===== config.mk =====
export PLATFORM = sky130hd
export DESIGN_NAME = fpga_boot_sequencer
export DESIGN_NICKNAME = d
export VERILOG_FILES = /design/src/rtl/fpga_boot_sequencer.sv
export SDC_FILE = /design/constraint.sdc
export NUM_CORES = 1
export LEC_CHECK = 0
export CORE_UTILIZATION = 51
export DETAILED_ROUTE_END_ITERATION = 16
export PLACE_DENSITY = 0.79
export SLEW_MARGIN = 20
export SYNTH_ARGS = -nofsm -noshare
export SYNTH_HDL_FRONTEND = slang
export SYNTH_SLANG_ARGS = --single-unit

===== constraint.sdc =====
create_clock -name clk_gen -period 1.9 [get_ports clk_gen]
set_input_delay 0.475 -clock clk_gen [delete_from_list [all_inputs] [get_ports clk_gen]]
set_output_delay 0.475 -clock clk_gen [all_outputs]
set_load 0.03 [all_outputs]

===== src/rtl/fpga_boot_sequencer.sv =====
// FPGA-top bring-up sequencer for x_heep_system: waits for clock lock, debounces the
// board reset button, holds the system in reset, latches boot straps and reports exit status.
module fpga_boot_sequencer #(
  parameter int SYNC_STAGES     = 2,
  parameter int DEBOUNCE_CYCLES = 1000,
  parameter int RST_HOLD_CYCLES = 64,
  parameter int BLINK_W         = 24
) (
  input  logic        clk_gen,
  input  logic        rst_n,
  input  logic        locked_i,
  input  logic        rst_btn_i,
  input  logic        boot_select_i,
  input  logic        execute_from_flash_i,
  input  logic        exit_valid_i,
  input  logic [31:0] exit_value_i,
  output logic        sys_rst_no,
  output logic        boot_select_o,
  output logic        execute_from_flash_o,
  output logic        status_led_o,
  output logic        done_o,
  output logic        exit_bit_o,
  output logic [1:0]  state_o,
  output logic [7:0]  boot_count_o
);
  // state      | meaning
  // WAIT_LOCK  | clock wizard not locked, system in reset
  // RESET_HOLD | counting the reset hold window, system in reset
  // RUN        | system released, waiting for program exit
  // DONE       | program exited, exit bit shown on the LED
  typedef enum logic [1:0] {
    S_WAIT_LOCK  = 2'd0,
    S_RESET_HOLD = 2'd1,
    S_RUN        = 2'd2,
    S_DONE       = 2'd3
  } state_t;

  localparam int DB_W   = $clog2(DEBOUNCE_CYCLES + 1);
  localparam int HOLD_W = $clog2(RST_HOLD_CYCLES + 1);
  localparam logic [DB_W-1:0]   DB_MAX   = DB_W'(DEBOUNCE_CYCLES - 1);
  localparam logic [HOLD_W-1:0] HOLD_MAX = HOLD_W'(RST_HOLD_CYCLES - 1);

  logic [SYNC_STAGES-1:0][3:0] sync_q;
  logic lk, btn, bs, eff;
  logic [DB_W-1:0] db_cnt;
  logic db_lvl, btn_db, btn_db_q, btn_rise;
  state_t state, state_d;
  logic [HOLD_W-1:0] hold_cnt;
  logic [BLINK_W-1:0] blink_cnt, blink_d;
  logic run_enter, sys_rst_d, done_d, exit_bit_d, led_d, bs_d, eff_d;
  logic [7:0] count_d;
  logic exit_value_unused;

  assign exit_value_unused = ^exit_value_i[31:1];
  assign {lk, btn, bs, eff} = sync_q[SYNC_STAGES-1];

  always_ff @(posedge clk_gen or negedge rst_n) begin
    if (!rst_n) begin
      sync_q <= '0;
    end else begin
      sync_q[0] <= {locked_i, rst_btn_i, boot_select_i, execute_from_flash_i};
      for (int i = 1; i < SYNC_STAGES; i++) sync_q[i] <= sync_q[i-1];
    end
  end

  // btn_db re-registers the debounced level so the FSM sees one clean, glitch-free edge
  always_ff @(posedge clk_gen or negedge rst_n) begin
    if (!rst_n) begin
      db_cnt   <= '0;
      db_lvl   <= 1'b0;
      btn_db   <= 1'b0;
      btn_db_q <= 1'b0;
    end else begin
      btn_db   <= db_lvl;
      btn_db_q <= btn_db;
      if (btn == db_lvl) begin
        db_cnt <= '0;
      end else if (db_cnt == DB_MAX) begin
        db_lvl <= btn;
        db_cnt <= '0;
      end else begin
        db_cnt <= db_cnt + 1'b1;
      end
    end
  end

  assign btn_rise = btn_db & ~btn_db_q;

  always_ff @(posedge clk_gen or negedge rst_n) begin
    if (!rst_n) begin
      state                <= S_WAIT_LOCK;
      hold_cnt             <= '0;
      blink_cnt            <= '0;
      sys_rst_no           <= 1'b0;
      boot_select_o        <= 1'b0;
      execute_from_flash_o <= 1'b0;
      status_led_o         <= 1'b0;
      done_o               <= 1'b0;
      exit_bit_o           <= 1'b0;
      boot_count_o         <= '0;
    end else begin
      state                <= state_d;
      hold_cnt             <= (state != S_RESET_HOLD || btn_db) ? '0 : hold_cnt + 1'b1;
      blink_cnt            <= blink_d;
      sys_rst_no           <= sys_rst_d;
      boot_select_o        <= bs_d;
      execute_from_flash_o <= eff_d;
      status_led_o         <= led_d;
      done_o               <= done_d;
      exit_bit_o           <= exit_bit_d;
      boot_count_o         <= count_d;
    end
  end

  always_comb begin
    state_d = state;
    if (state != S_WAIT_LOCK && !lk) begin
      state_d = S_WAIT_LOCK;
    end else begin
      case (state)
        S_WAIT_LOCK:  if (lk) state_d = S_RESET_HOLD;
        S_RESET_HOLD: if (!btn_db && hold_cnt == HOLD_MAX) state_d = S_RUN;
        S_RUN: begin
          if (btn_rise)          state_d = S_RESET_HOLD;
          else if (exit_valid_i) state_d = S_DONE;
        end
        S_DONE:       if (btn_rise) state_d = S_RESET_HOLD;
        default:      state_d = S_WAIT_LOCK;
      endcase
    end
  end

  // outputs are computed from the next state so they change on the same edge as the state
  always_comb begin
    run_enter  = (state == S_RESET_HOLD) && (state_d == S_RUN);
    blink_d    = blink_cnt + 1'b1;
    sys_rst_d  = (state_d == S_RUN) || (state_d == S_DONE);
    done_d     = (state_d == S_DONE);
    exit_bit_d = 1'b0;
    if (state_d == S_DONE) exit_bit_d = (state == S_DONE) ? exit_bit_o : exit_value_i[0];
    bs_d       = run_enter ? bs : boot_select_o;
    eff_d      = run_enter ? eff : execute_from_flash_o;
    count_d    = (run_enter && boot_count_o != 8'hFF) ? boot_count_o + 8'd1 : boot_count_o;
    case (state_d)
      S_WAIT_LOCK:  led_d = 1'b0;
      S_RESET_HOLD: led_d = 1'b1;
      S_RUN:        led_d = blink_d[BLINK_W-1];
      default:      led_d = exit_bit_d ? blink_d[BLINK_W-3] : 1'b1;
    endcase
  end

  assign state_o = state;
endmodule


==> flow_summary.ini <==
[floorplan]
rows = 26
die-area_sq_mm = 0.005740
top_level_ports = 55
dieHeight_um = 75.77
start_util_pct = 53.65
core_sq_mm = 0.005172
dieWidth_um = 75.77

[clocking]
cts-hold-fix-buffers = 0
cts_root_buffer = clkbuf_8
htree_num_levels = 3
clock_sinks = 68
clock_path_buffers = 2
cts_setup_buffers = 0
numCtsBuffers = 9
clkTransAtPathRegs_ns = 0.07
cts_tree = done
clk_latency_ns = 0.33

[placement]
pre_cts_ws_ns = 0.07660
dp_cells = 329
port_buffers = 23
hpwlAfterDp_mm = 3.273
gp_congestion = 0.7661

[global_routing]
grt_pass1_wl_mm = 7.803
grt_pass1_vias = 1763
antenna_found_initial = 0
gr-usage-met1_pct = 23.27
grt.total_usage_pct = 19.07
grt_use_met3_pct = 3.571
use_met2_pct = 31.17
grt_max_degree = 29
grt-ovfl-total = 0
gr-max-usage-layer = met2

[yosys]
synth_cells = 226
ys.warnings.count = 0
ys_seq_elements = 68
synth_flop_cell = dfrtp_1
yosys.area.top_type_share_pct = 61.32
synth_seq_area_share_pct = 61.32
yosys.area.top_type = dfrtp_1
synth_common_cells = dfrtp_1, xnor2_1, nor2_1
synth.area.top_cells = dfrtp_1, xnor2_1, xor2_1
ys_types = 27
synth_edf_count = 0
synth_most_common_cell = dfrtp_1
async_flop_share_pct = 100.0
synth.avg_cell_area_sq_um = 12.28
syn_nets = 269
netlist_area_sq_mm = 0.002775

[worst_setup_path]
crit_slowest_cell = clkdlybuf4s50_1
path_max_fanout = 2
crit_arrival_ns = 1.35
crit_family = buffers and inverters
cp.required_ns = 1.42
max_stage_delay_ns = 0.67
critPathCaptureType = output pin
cp-start-kind = flop
worst-path-buf-inv = 1
path_cells = clkdlybuf4s50_1
crit_type = flop to output pin

[cells_and_area]
fin_util_pct = 64.95
syn_to_final_growth_pct = 21.05
drive_gt1_share_pct = 12.82
layout.cells.non_filler = 343
nets = 313
antenna_cells = 0

[sta]
rsz0062_at_grt = no
clock.fmax_mhz = 548.0
post-route-period-util_pct = 96.04
hold_viol_final = 0
worstMarginPinSlew_ns = 0.6088
max_slew_margin_pct = 58.90
setup_slack_ns = 0.07518
final.setup.tns_ns = 0
finalCriticalPeriod_ns = 1.825
skew_ns = 0.007995
slew_viol_final = 0
setup_violations = 0

[detailed_routing]
drc = 0
dr.pass1.iters = 4
drtIter0Drc = 105
avgRoutedWirePerCell_um = 13.31
ant_nets = 0
vias_per_cell = 5.137
vias = 1762
finalWirelength_mm = 4.566

[status]
status = complete, no violations

[power]
p_leak_nw = 1.690
p_total_mw = 2.728
powerDensity_mw_per_mm2 = 812.1
ir_worst_vdd_mv = 0.4022

[flow_run]
max-cap-violations = 0

[hold_path]
hold_path.class = primary input to async pin
==> state kept, by name, summed over array words and instances (netlist names), 2 cells and up <==
signal / cells
sync_q: 4
db_cnt: 10
boot_count_o: 8
hold_cnt: 7
state_o: 2
blink_cnt: 24
==> routing by layer <==
metal | share of wire [%] | vias up
li1 | - | 850
met1 | 45 | 876
met2 | 50 | 24
met3 | 2.2 | 12
met4 | 2.9 | 0
met5 | 0 | -
==> final cells by class <==
type	count	area, sq um
fill	392	1813
sequential	68	1702
multi-input combinational	150	1044
timing repair buffer	33	306.5
clock buffer	12	155.1
tap	70	87.58
clock inverter	2	35.03
inverter	8	30.03
==> final timing paths <==
check,startpoint,to,slack [ns],cells past startpoint
worst min register to register,sync_q[3]$_DFF_PN0_,lk$_DFF_PN0_,0.35,0
worst max register to register,hold_cnt[0]$_DFF_PN0_,boot_count_o[1]$_DFFE_PN0P_,0.08,6
worst max-delay path,boot_select_o$_DFFE_PN0P_,boot_select_o,0.08,1
min in group clk_gen,sync_q[3]$_DFF_PN0_,lk$_DFF_PN0_,0.35,0
max in group asynchronous,rst_n,done_o$_DFF_PN0_,1.26,2
worst min-delay path,rst_n,hold_cnt[2]$_DFF_PN0_,0.09,1
==> where the power goes <==
group | switching, mW | total [mW] | internal [mW]
combinational | 0.0534 | 0.0894 | 0.0360
clock | 0.496 | 1.16 | 0.662
sequential | 0.0127 | 1.48 | 1.47
==> per-stage QoR <==
step | area (sq um) | hold WS [ns]
after CTS | 3353 | 0.09291
after floorplan | 2775 | 0.1794
final | 3359 | 0.08736
after detailed placement | 3176 | 0.3372
after global placement | 3176 | 0.3334
after global routing | 3359 | 0.1223
==> timing repair <==
action,CTS,global route
resized for setup,10,2
hold endpoints to repair,0,0
endpoints found under the setup margin,10,2
==> worst register-to-register path, stage by stage (launching register included) <==
cell      delay, ns
dfrtp_1        0.37
ha_1           0.19
and3_1         0.19
nand3_1        0.16
a311oi_4       0.31
buf_6          0.17
mux2_2         0.33
==> logic make-up after synthesis <==
kind of cell             count (synthesis)  share of synthesized area [%]
AO/OA/AOI/OAI                            7                          2.525
XOR/XNOR                                43                          13.57
adder cells (fa/ha/maj)                  4                          1.803
buffers and inverters                    8                          1.082
flip-flops                              68                          61.32
multiplexers                             5                          1.984
AND/OR/NAND/NOR                         91                          17.72
==> placed cells by master, fill, tap and decap left out, types with 4 or more instances in the layout <==
cell              n
and3_1           15
buf_4             8
clkbuf_8         11
clkdlybuf4s50_1  11
dfrtp_1          68
dlygate4sd2_1    10
ha_1              4
inv_1             8
mux2_2            4
nand2_1          17
nand3_1          13
nand4_1           9
nor2_1           23
nor3_1            4
xnor2_1          27
xor2_1           16
(Power assumes the default switching activity.)
